--- src/rtl/sprite_layer_mapper_if.sv ---
// ----------------------------------------------------------------------------
// sprite_layer_mapper_if
// Pixel-stream bundle between the sprite/bullet logic (master) and the
// sprite_layer_mapper (slave).
//   master drives : DrawX, DrawY, pixel_valid, frame_start, hit_pulse,
//                   layer_on, layer_color, bullet_active, bulletX, bulletY,
//                   bullet_color, bg_color
//   slave drives  : Red, Green, Blue, rgb_valid, blinking
// layer_color / bulletX / bulletY are packed per slot, slot i in the i-th
// field counted from bit 0.
// ----------------------------------------------------------------------------
interface sprite_layer_mapper_if #(
    parameter int NUM_LAYERS  = 4,
    parameter int NUM_BULLETS = 4
);
    logic [9:0]                 DrawX;
    logic [9:0]                 DrawY;
    logic                       pixel_valid;
    logic                       frame_start;
    logic                       hit_pulse;
    logic [NUM_LAYERS-1:0]      layer_on;
    logic [24*NUM_LAYERS-1:0]   layer_color;
    logic [NUM_BULLETS-1:0]     bullet_active;
    logic [10*NUM_BULLETS-1:0]  bulletX;
    logic [10*NUM_BULLETS-1:0]  bulletY;
    logic [23:0]                bullet_color;
    logic [23:0]                bg_color;
    logic [7:0]                 Red;
    logic [7:0]                 Green;
    logic [7:0]                 Blue;
    logic                       rgb_valid;
    logic                       blinking;

    modport master (
        output DrawX, DrawY, pixel_valid, frame_start, hit_pulse,
               layer_on, layer_color, bullet_active, bulletX, bulletY,
               bullet_color, bg_color,
        input  Red, Green, Blue, rgb_valid, blinking
    );

    modport slave (
        input  DrawX, DrawY, pixel_valid, frame_start, hit_pulse,
               layer_on, layer_color, bullet_active, bulletX, bulletY,
               bullet_color, bg_color,
        output Red, Green, Blue, rgb_valid, blinking
    );
endinterface

--- src/rtl/sprite_layer_mapper.sv ---
// ----------------------------------------------------------------------------
// sprite_layer_mapper
// Resolves NUM_LAYERS sprite layers plus NUM_BULLETS vertical-line bullets
// into one 24-bit pixel with fixed priority (bullet > lowest opaque layer >
// background) through a two-stage registered pipeline. Layer 0 (the player)
// blinks for HIT_FRAMES frames after a hit.
// Ports:
//   Clk   - pixel clock
//   Reset - synchronous, active-high
//   bus   - sprite_layer_mapper_if.slave (pixel inputs, RGB/blink outputs)
// Optional feature macro: SCANLINE_DIM_EN -- halves every channel on odd rows.
// ----------------------------------------------------------------------------
module sprite_layer_mapper #(
    parameter int NUM_LAYERS   = 4,
    parameter int NUM_BULLETS  = 4,
    parameter int BULLET_LEN   = 4,
    parameter int HIT_FRAMES   = 64,
    parameter int BLINK_FRAMES = 8
) (
    input  logic                  Clk,
    input  logic                  Reset,
    sprite_layer_mapper_if.slave  bus
);
    localparam int LW        = (NUM_LAYERS > 1) ? $clog2(NUM_LAYERS) : 1;
    localparam int BLINK_BIT = $clog2(BLINK_FRAMES);

    // Halve each 8-bit channel (scanline darkening)
    function automatic logic [23:0] dim_pixel(input logic [23:0] p);
        return {1'b0, p[23:17], 1'b0, p[15:9], 1'b0, p[7:1]};
    endfunction

    logic              bullet_hit_s;
    logic              first_hit_s;
    logic [LW-1:0]     first_idx_s;
    logic [23:0]       first_color_s;
    logic              alt_hit_s;
    logic [23:0]       alt_color_s;

    logic              s1_valid_r;
    logic              s1_bullet_r;
    logic              s1_layer_hit_r;
    logic [LW-1:0]     s1_win_idx_r;
    logic [23:0]       s1_win_color_r;
    logic              s1_alt_hit_r;
    logic [23:0]       s1_alt_color_r;
`ifdef SCANLINE_DIM_EN
    logic              s1_row_odd_r;
`endif

    logic [7:0]        hit_cnt_r;
    logic              blink_hide_s;
    logic [23:0]       pix_s;
    logic [23:0]       out_s;

    // Stage-1 bullet test: column match and row offset inside the bullet,
    // using a wrapping 10-bit difference so rows above the bullet miss.
    always_comb begin
        bullet_hit_s = 1'b0;
        for (int k = 0; k < NUM_BULLETS; k++) begin
            bullet_hit_s = bullet_hit_s |
                (bus.bullet_active[k] &&
                 (bus.DrawX == bus.bulletX[10*k +: 10]) &&
                 (10'(bus.DrawY - bus.bulletY[10*k +: 10]) < 10'(BULLET_LEN)));
        end
    end

    // Stage-1 layer winners: scanning downward leaves the lowest opaque index.
    // The alternate winner (lowest opaque index >= 1) is what shows through
    // when layer 0 is blinked out.
    always_comb begin
        first_hit_s   = 1'b0;
        first_idx_s   = '0;
        first_color_s = 24'h000000;
        alt_hit_s     = 1'b0;
        alt_color_s   = 24'h000000;
        for (int i = NUM_LAYERS - 1; i >= 0; i--) begin
            first_hit_s   = first_hit_s | bus.layer_on[i];
            first_idx_s   = bus.layer_on[i] ? LW'(i) : first_idx_s;
            first_color_s = bus.layer_on[i] ? bus.layer_color[24*i +: 24] : first_color_s;
        end
        for (int i = NUM_LAYERS - 1; i >= 1; i--) begin
            alt_hit_s   = alt_hit_s | bus.layer_on[i];
            alt_color_s = bus.layer_on[i] ? bus.layer_color[24*i +: 24] : alt_color_s;
        end
    end

    // Stage-1 pipeline registers
    always_ff @(posedge Clk) begin
        if (Reset) begin
            s1_valid_r     <= 1'b0;
            s1_bullet_r    <= 1'b0;
            s1_layer_hit_r <= 1'b0;
            s1_win_idx_r   <= '0;
            s1_win_color_r <= 24'h000000;
            s1_alt_hit_r   <= 1'b0;
            s1_alt_color_r <= 24'h000000;
`ifdef SCANLINE_DIM_EN
            s1_row_odd_r   <= 1'b0;
`endif
        end else begin
            s1_valid_r     <= bus.pixel_valid;
            s1_bullet_r    <= bullet_hit_s;
            s1_layer_hit_r <= first_hit_s;
            s1_win_idx_r   <= first_idx_s;
            s1_win_color_r <= first_color_s;
            s1_alt_hit_r   <= alt_hit_s;
            s1_alt_color_r <= alt_color_s;
`ifdef SCANLINE_DIM_EN
            s1_row_odd_r   <= bus.DrawY[0];
`endif
        end
    end

    // Hit counter: a hit (re)loads, each frame start counts down to zero.
    // blinking tracks the next counter value so both change on the same edge.
    always_ff @(posedge Clk) begin
        if (Reset) begin
            hit_cnt_r    <= 8'd0;
            bus.blinking <= 1'b0;
        end else if (bus.hit_pulse) begin
            hit_cnt_r    <= 8'(HIT_FRAMES);
            bus.blinking <= 1'b1;
        end else if (bus.frame_start && (hit_cnt_r != 8'd0)) begin
            hit_cnt_r    <= hit_cnt_r - 8'd1;
            bus.blinking <= (hit_cnt_r != 8'd1);
        end else begin
            hit_cnt_r    <= hit_cnt_r;
            bus.blinking <= bus.blinking;
        end
    end

    assign blink_hide_s = (hit_cnt_r != 8'd0) && hit_cnt_r[BLINK_BIT];

    // Stage-2 priority selection, with the hidden player falling through
    always_comb begin
        pix_s = 24'h000000;
        if (!s1_valid_r) begin
            pix_s = 24'h000000;
        end else if (s1_bullet_r) begin
            pix_s = bus.bullet_color;
        end else if (s1_layer_hit_r && !((s1_win_idx_r == LW'(0)) && blink_hide_s)) begin
            pix_s = s1_win_color_r;
        end else if (s1_layer_hit_r && s1_alt_hit_r) begin
            pix_s = s1_alt_color_r;
        end else begin
            pix_s = bus.bg_color;
        end
    end

    // Optional odd-row darkening after selection
    always_comb begin
        out_s = pix_s;
`ifdef SCANLINE_DIM_EN
        if (s1_row_odd_r) begin
            out_s = dim_pixel(pix_s);
        end else begin
            out_s = pix_s;
        end
`endif
    end

    // Stage-2 output registers
    always_ff @(posedge Clk) begin
        if (Reset) begin
            bus.Red       <= 8'd0;
            bus.Green     <= 8'd0;
            bus.Blue      <= 8'd0;
            bus.rgb_valid <= 1'b0;
        end else begin
            bus.Red       <= out_s[23:16];
            bus.Green     <= out_s[15:8];
            bus.Blue      <= out_s[7:0];
            bus.rgb_valid <= s1_valid_r;
        end
    end
endmodule

--- src/flat_wrapper.sv ---
// flat-port wrapper written by rule: the top's interface ports become plain ports
module sprite_layer_mapper_flat 
#(
    parameter int NUM_LAYERS   = 4,
    parameter int NUM_BULLETS  = 4,
    parameter int BULLET_LEN   = 4,
    parameter int HIT_FRAMES   = 64,
    parameter int BLINK_FRAMES = 8
)
  (Clk, Reset, bus_DrawX, bus_DrawY, bus_pixel_valid, bus_frame_start, bus_hit_pulse, bus_layer_on, bus_layer_color, bus_bullet_active, bus_bulletX, bus_bulletY, bus_bullet_color, bus_bg_color, bus_Red, bus_Green, bus_Blue, bus_rgb_valid, bus_blinking);
  sprite_layer_mapper_if #(.NUM_LAYERS(NUM_LAYERS), .NUM_BULLETS(NUM_BULLETS)) bus_i ();
  input  logic Clk;
  input  logic Reset;
  input wire logic [$bits(bus_i.DrawX)-1:0] bus_DrawX;
  input wire logic [$bits(bus_i.DrawY)-1:0] bus_DrawY;
  input wire logic [$bits(bus_i.pixel_valid)-1:0] bus_pixel_valid;
  input wire logic [$bits(bus_i.frame_start)-1:0] bus_frame_start;
  input wire logic [$bits(bus_i.hit_pulse)-1:0] bus_hit_pulse;
  input wire logic [$bits(bus_i.layer_on)-1:0] bus_layer_on;
  input wire logic [$bits(bus_i.layer_color)-1:0] bus_layer_color;
  input wire logic [$bits(bus_i.bullet_active)-1:0] bus_bullet_active;
  input wire logic [$bits(bus_i.bulletX)-1:0] bus_bulletX;
  input wire logic [$bits(bus_i.bulletY)-1:0] bus_bulletY;
  input wire logic [$bits(bus_i.bullet_color)-1:0] bus_bullet_color;
  input wire logic [$bits(bus_i.bg_color)-1:0] bus_bg_color;
  output wire logic [$bits(bus_i.Red)-1:0] bus_Red;
  output wire logic [$bits(bus_i.Green)-1:0] bus_Green;
  output wire logic [$bits(bus_i.Blue)-1:0] bus_Blue;
  output wire logic [$bits(bus_i.rgb_valid)-1:0] bus_rgb_valid;
  output wire logic [$bits(bus_i.blinking)-1:0] bus_blinking;
  assign bus_i.DrawX = bus_DrawX;
  assign bus_i.DrawY = bus_DrawY;
  assign bus_i.pixel_valid = bus_pixel_valid;
  assign bus_i.frame_start = bus_frame_start;
  assign bus_i.hit_pulse = bus_hit_pulse;
  assign bus_i.layer_on = bus_layer_on;
  assign bus_i.layer_color = bus_layer_color;
  assign bus_i.bullet_active = bus_bullet_active;
  assign bus_i.bulletX = bus_bulletX;
  assign bus_i.bulletY = bus_bulletY;
  assign bus_i.bullet_color = bus_bullet_color;
  assign bus_i.bg_color = bus_bg_color;
  assign bus_Red = bus_i.Red;
  assign bus_Green = bus_i.Green;
  assign bus_Blue = bus_i.Blue;
  assign bus_rgb_valid = bus_i.rgb_valid;
  assign bus_blinking = bus_i.blinking;
  sprite_layer_mapper #(.NUM_LAYERS(NUM_LAYERS), .NUM_BULLETS(NUM_BULLETS), .BULLET_LEN(BULLET_LEN), .HIT_FRAMES(HIT_FRAMES), .BLINK_FRAMES(BLINK_FRAMES)) u_core (.Clk(Clk), .Reset(Reset), .bus(bus_i));
endmodule
--- config.mk ---
export PLATFORM = sky130hd
export DESIGN_NAME = sprite_layer_mapper_flat
export DESIGN_NICKNAME = d
export VERILOG_FILES = /design/src/rtl/sprite_layer_mapper_if.sv /design/src/rtl/sprite_layer_mapper.sv /design/src/flat_wrapper.sv
export SDC_FILE = /design/constraint.sdc
export NUM_CORES = 1
export LEC_CHECK = 0
export ABC_AREA = 0
export CORE_MARGIN = 2
export CORE_UTILIZATION = 41
export CTS_CLUSTER_DIAMETER = 100
export DETAILED_ROUTE_END_ITERATION = 7
export PLACE_DENSITY = 0.81
export SYNTH_ARGS = -nofsm -noshare
export SYNTH_HDL_FRONTEND = slang
export SYNTH_SLANG_ARGS = --single-unit
--- constraint.sdc ---
create_clock -name Clk -period 2.4 [get_ports Clk]
set_input_delay 0.48 -clock Clk [delete_from_list [all_inputs] [get_ports Clk]]
set_output_delay 0.48 -clock Clk [all_outputs]
set_load 0.02 [all_outputs]
Word level (Yosys, flattened, before mapping)
Cells that the tools add are included.
{ "totals": {"ff_bits": 88, "latch_bits": 0, "ramBits": 0, "rom_bits": 0, "in_bits": 257, "word_cells": 71, "memories": 0} }
{ "op_classes": {"addsub": 5, "n_mul": 0, "n_div": 0, "order_cmp": 4, "eq_ne": 5, "shifts": 0, "mux": 14, "bitwise": 7, "n_reduce_logical": 21} }
{ "ops": {"columns": ["cell", "count"], "rows": [
  ["2-to-1 mux 24 bit", 7],
  ["equality test 10 bit", 4],
  ["< comparator 10 x 3 -> 1 bit (second input constant)", 4],
  ["subtractor 10 bit", 4],
  ["2-to-1 mux 7 bit", 2],
  ["logical AND 1 bit", 13],
  ["!= test 8 x 1 -> 1 bit (second input constant)", 1],
  ["nonzero test 8 bit", 1],
  ["subtractor 8 x 1 -> 8 bit (second input constant)", 1],
  ["OR 1 bit", 6],
  ["OR reduction 2 bit", 3],
  ["2-to-1 mux 2 bit", 2],
  ["2-to-1 mux 1 bit", 3],
  ["OR reduction 3 bit", 1],
  ["zero test 2 bit", 1],
  ["nonzero test 2 bit", 1],
  ["zero test 1 bit", 1],
  ["NOT 1 bit", 1]
]} }

Depth between registers and ports, before layout
{ "depth": {"word_depth": 7, "depth_mapped": 10} }

Worst setup path after synthesis
No wires, ideal clock.
{ "synth_path": {"path_kind": "input -> register", "startpoint": "input port bus_bulletY[21]", "endpoint": "register u_core.s1_bullet_r", "arrival_time_ns": 2.052, "path_slack_ns": 0.217, "stages": 8, "n_path_buf": 0, "cell_sequence": "inv_1 -> ha_1 -> a2111oi_4 -> o31ai_2 -> a2111oi_4 -> nor4_1 -> o221ai_2 -> o221ai_2"} }
{ "synth_between": {"elab_chain_cells": 5} }
{ "synth_rtl": {"columns": ["item", "line_no", "source"], "rows": [
  ["start: declaration", "flat_wrapper.sv:23", "input wire logic [$bits(bus_i.bulletY)-1:0] bus_bulletY;"],
  ["subtractor 10 bit", "sprite_layer_mapper.sv:63", "(10'(bus.DrawY - bus.bulletY[10*k +: 10]) < 10'(BULLET_LEN)));"],
  ["< comparator 10 x 3 -> 1 bit", "sprite_layer_mapper.sv:63", null],
  ["logical AND 1 bit", "sprite_layer_mapper.sv:62", "(bus.DrawX == bus.bulletX[10*k +: 10]) &&"],
  ["OR 1 bit (2 in series)", "sprite_layer_mapper.sv:60", "bullet_hit_s = bullet_hit_s |"],
  ["end signal: assignment", "sprite_layer_mapper.sv:102", "s1_bullet_r <= bullet_hit_s;"],
  ["end: declaration", "sprite_layer_mapper.sv:40", "logic s1_bullet_r;"]
]} }
Every way passes these cells.
A chain may end at the register's enable or synchronous reset.

Worst setup path in the final report
{ "layout_path": {"startpoint": "input port bus_DrawY[1]", "endpoint": "register u_core.s1_bullet_r"} }
{ "layout_between": {"elab_chain_cells": 6, "word_cells_on_any_way": 15, "cone_classes": "add/sub (4); order compare (4); bitwise (3); reduce/logical (4)"} }
{ "layout_rtl": {"columns": ["item", "line_no", "source"], "rows": [
  ["start: declaration", "flat_wrapper.sv:15", "input wire logic [$bits(bus_i.DrawY)-1:0] bus_DrawY;"],
  ["subtractor 10 bit", "sprite_layer_mapper.sv:63", null],
  ["< comparator 10 x 3 -> 1 bit", "sprite_layer_mapper.sv:63", null],
  ["logical AND 1 bit", "sprite_layer_mapper.sv:62", null],
  ["OR 1 bit (2 in series)", "sprite_layer_mapper.sv:60", null],
  ["OR 1 bit *", "sprite_layer_mapper.sv:60", null]
]} }
Mark *: on every way between the ends. The rest lies on a longest branch, timed or not.

==> flow_metrics.tcl <==
set metrics [dict create \
    outcome "finished with violations" \
    violations "negative setup slack" \
    dp_hpwl_um 16920 \
    wl_um 21880 \
    rrSetupSlack_ps 460 \
    clk_pin_slew_worst_paths_ps 70 \
    synthCells 767 \
    maxCapViolCount 0 \
    grt_max_degree 59 \
    firstDrtPassIters 5 \
    crit_buf_inv 2 \
    routed-wl-met2_um 11170 \
    area_delta_synth_final_pct 72.68 \
    synth_nets 1059 \
    p_leak_uw 0.004110 \
    clk_path_buf_depth 2 \
    dp.cells 1264 \
    core_area_mm2 0.01377 \
    start_util_pct 41.80 \
    worstHoldPathType "reg -> reg" \
    yosys.area.top_type_share_pct 30.60 \
    max_freq_mhz 415.9 \
    cp_top_family "compound AO/OA/AOI/OAI gates" \
    fin_area_mm2 0.009941 \
    synth_area_leader_cell "dfxtp_1" \
    cts_tree "yes" \
    critPathCaptureType "flip-flop" \
    numCtsBuffers 9 \
    wl_met1_um 8177 \
    yosys-top-cells-area "dfxtp_1 31%, nor2_1 12%, ha_1 7.6%" \
    path_cells "dlygate4sd2_1 -> ha_4 -> a2111o_1 -> a41oi_4 -> buf_6 -> and3_4 -> o211ai_1 -> a211o_1 -> o221ai_2" \
    layout_common_cells "269 x clkdlybuf4s50_1, 176 x nor2_1, 88 x dfxtp_1" \
    cp.required_ps 2670 \
    antenna_found_initial 2 \
    setup_tns_ps -4.157 \
    hp-start "u_core.hit_cnt_r[1]$_SDFFE_PP0P_" \
    startpoint_type "input port" \
    final_hold_viol_count 0 \
    r2r_cells 7 \
    grt_pass1_wl_um 32010 \
    setup_ws_ps -4.157 \
    synth-seq-cells 88 \
    powerDensity_mw_per_mm2 491.9 \
    worstHoldEndpoint "u_core.hit_cnt_r[1]$_SDFFE_PP0P_" \
    syn_area_per_cell_um2 7.506 \
    crit_slowest_cell "a2111o_1" \
    fin_crit_ps 2404 \
    vias_per_cell 5.250 \
    synth_area_mm2 0.005757 \
    r2r-start "u_core.hit_cnt_r[2]$_SDFFE_PP0P_" \
    vias 6752 \
    ys_types 58 \
    cts_root_buffer "clkbuf_16" \
    postPlaceCellArea_mm2 0.009249 \
    reg2reg_to "u_core.hit_cnt_r[3]$_SDFFE_PP0P_" \
    async_flop_share_pct 0 \
    path_class "in -> reg" \
    wl_met3_um 1603 \
    n_fill_cell 1077 \
    maxSlewHeadroom_pct 43.40 \
    fin_hold_ws_ps 504.1 \
    arrival_ps 2670 \
    seq_area_frac_synth_pct 30.60 \
    final.period_utilization_pct 100.2 \
    drc 0 \
    finalSetupViolCount 1 \
    cts_num_sinks 88 \
    wire_per_inst_um 17.01 \
    finalNonFillerCells 1286 \
    ys.flop_type "dfxtp_1" \
    drive_above_1_share_pct 14.58 \
    finalMaxSlewViolations 0 \
    routed.top_layer "met4" \
    ir_drop_uv 462.7 \
    gp_congestion 0.8994 \
    overflow 0 \
    finalPower_uw 4890 \
    port-buffer-count 282 \
    whs_path_depth 2 \
    yosysWarnings 0 \
    synth_edf_count 0 \
    cpPeakStageDelay_ps 460 \
    worst_pin_slew_ps 849.0 \
    clk_latency_ps 340 \
    dieHeight_um 122.5 \
    die_area_mm2 0.01501 \
    first_iter_violations 471 \
    crit_fanout 4 \
    grt_pass1_vias 6604 \
    rows 43 \
    finClkSkew_ps 12.29 \
    final_common_cell "clkdlybuf4s50_1" \
    fin_nets 1391 \
    ant_nets 0 \
    grt_use_total_pct 27.74 \
    io_pins 283 \
    htreeDepth 3 \
    fp.dieW_um 122.5 \
]
## per-layer routing
metal	track usage [%]	vias up
li1	-	3340
met1	31.23	3045
met2	50.83	304
met3	6.227	63
met4	10.20	0
met5	0	-
## registers in the layout (all words and copies together) (netlist names)
signal	flops
u_core.hit_cnt_r	8
u_core.bus.blinking	1
u_core.bus.Green	8
u_core.s1_alt_color_r	24
u_core.bus.Blue	8
u_core.bus.Red	8
u_core.s1_win_color_r	24
u_core.s1_layer_hit_r	1
u_core.s1_valid_r	1
u_core.s1_alt_hit_r	1
u_core.s1_bullet_r	1
u_core.bus.rgb_valid	1
u_core.s1_win_idx_r	2
## power by group
| group | total [uW] | switching, uW | internal, uW |
|---|---|---|---|
| Sequential | 1580 | 34.6 | 1550 |
| Combinational | 1680 | 763 | 916 |
| Clock | 1630 | 599 | 1030 |
| Total | 4890 | 1400 | 3490 |
## cell families after synthesis
family / after synthesis / synth area share, %
compound gates: 181 / 22.50
flops: 88 / 30.60
mux: 5 / 0.8694
fa+ha+maj: 35 / 7.607
buf+inv: 94 / 6.129
xor+xnor: 60 / 9.128
simple gates: 304 / 23.17
## cells in the mapped netlist (5+ instances only)
cell type	number
a21o_1	6
a21oi_1	79
a22oi_1	24
a311oi_1	25
buf_1	6
clkbuf_1	39
dfxtp_1	88
ha_1	35
inv_1	49
mux2i_1	5
nand2_1	45
nand3_1	27
nand4_1	9
nor2_1	178
nor2b_1	7
nor3_1	11
nor4_1	6
xnor2_1	37
xor2_1	23
## per-stage QoR
step | setup WS [ps] | utilization (%)
after floorplan | 217.2 | -
after global placement | -623.9 | 67.15
after detailed placement | -666.7 | 67.15
after CTS | 0.1277 | 70.78
after global routing | -49.53 | 72.17
final | -4.157 | 72.17
## cell type report
type	count	area (um2)	share of cell area, %
Inverter	49	183.9	1.850
Clock buffer	9	225.2	2.266
Antenna cell	2	5.005	0.05035
Sequential cell	88	1762	17.72
Tap cell	180	225.2	2.266
Clock inverter	7	126.4	1.271
Multi-Input combinational cell	585	3936	39.60
Timing Repair Buffer	366	3477	34.98
## worst register-to-register path, delay by kind of cell (launching register included)
| family | cells | cell delay (ps) |
|---|---|---|
| DFF | 1 | 340 |
| xor gates and xnor gates | 1 | 130 |
| AOI/OAI and AO/OA | 1 | 150 |
| and+or+nand+nor | 5 | 1200 |
## worst max path at each step
stage               slack, ps  cells past startpoint                             to             from
global route              -50                     11  u_core.s1_bullet_r$_SDFF_PP0_  bus_bulletY[32]
CTS                       0.1                      9  u_core.s1_bullet_r$_SDFF_PP0_  bus_bulletY[38]
global placement         -620                     10  u_core.s1_bullet_r$_SDFF_PP0_  bus_bulletY[15]
detailed placement       -670                     10  u_core.s1_bullet_r$_SDFF_PP0_  bus_bulletY[15]
floorplan                 220                      8  u_core.s1_bullet_r$_SDFF_PP0_  bus_bulletY[21]
finish                     -4                      9  u_core.s1_bullet_r$_SDFF_PP0_     bus_DrawY[1]
## what timing repair did
item,4_1_cts,5_1_grt
gates resized for setup,25,33
hold buffers,0,0
gates cloned,0,0
endpoints found under the hold margin,0,0
pin swaps,15,19
buffers inserted,4,1
endpoints found under the setup margin,1,1
Note: power is estimated with default switching activity, not from simulation.
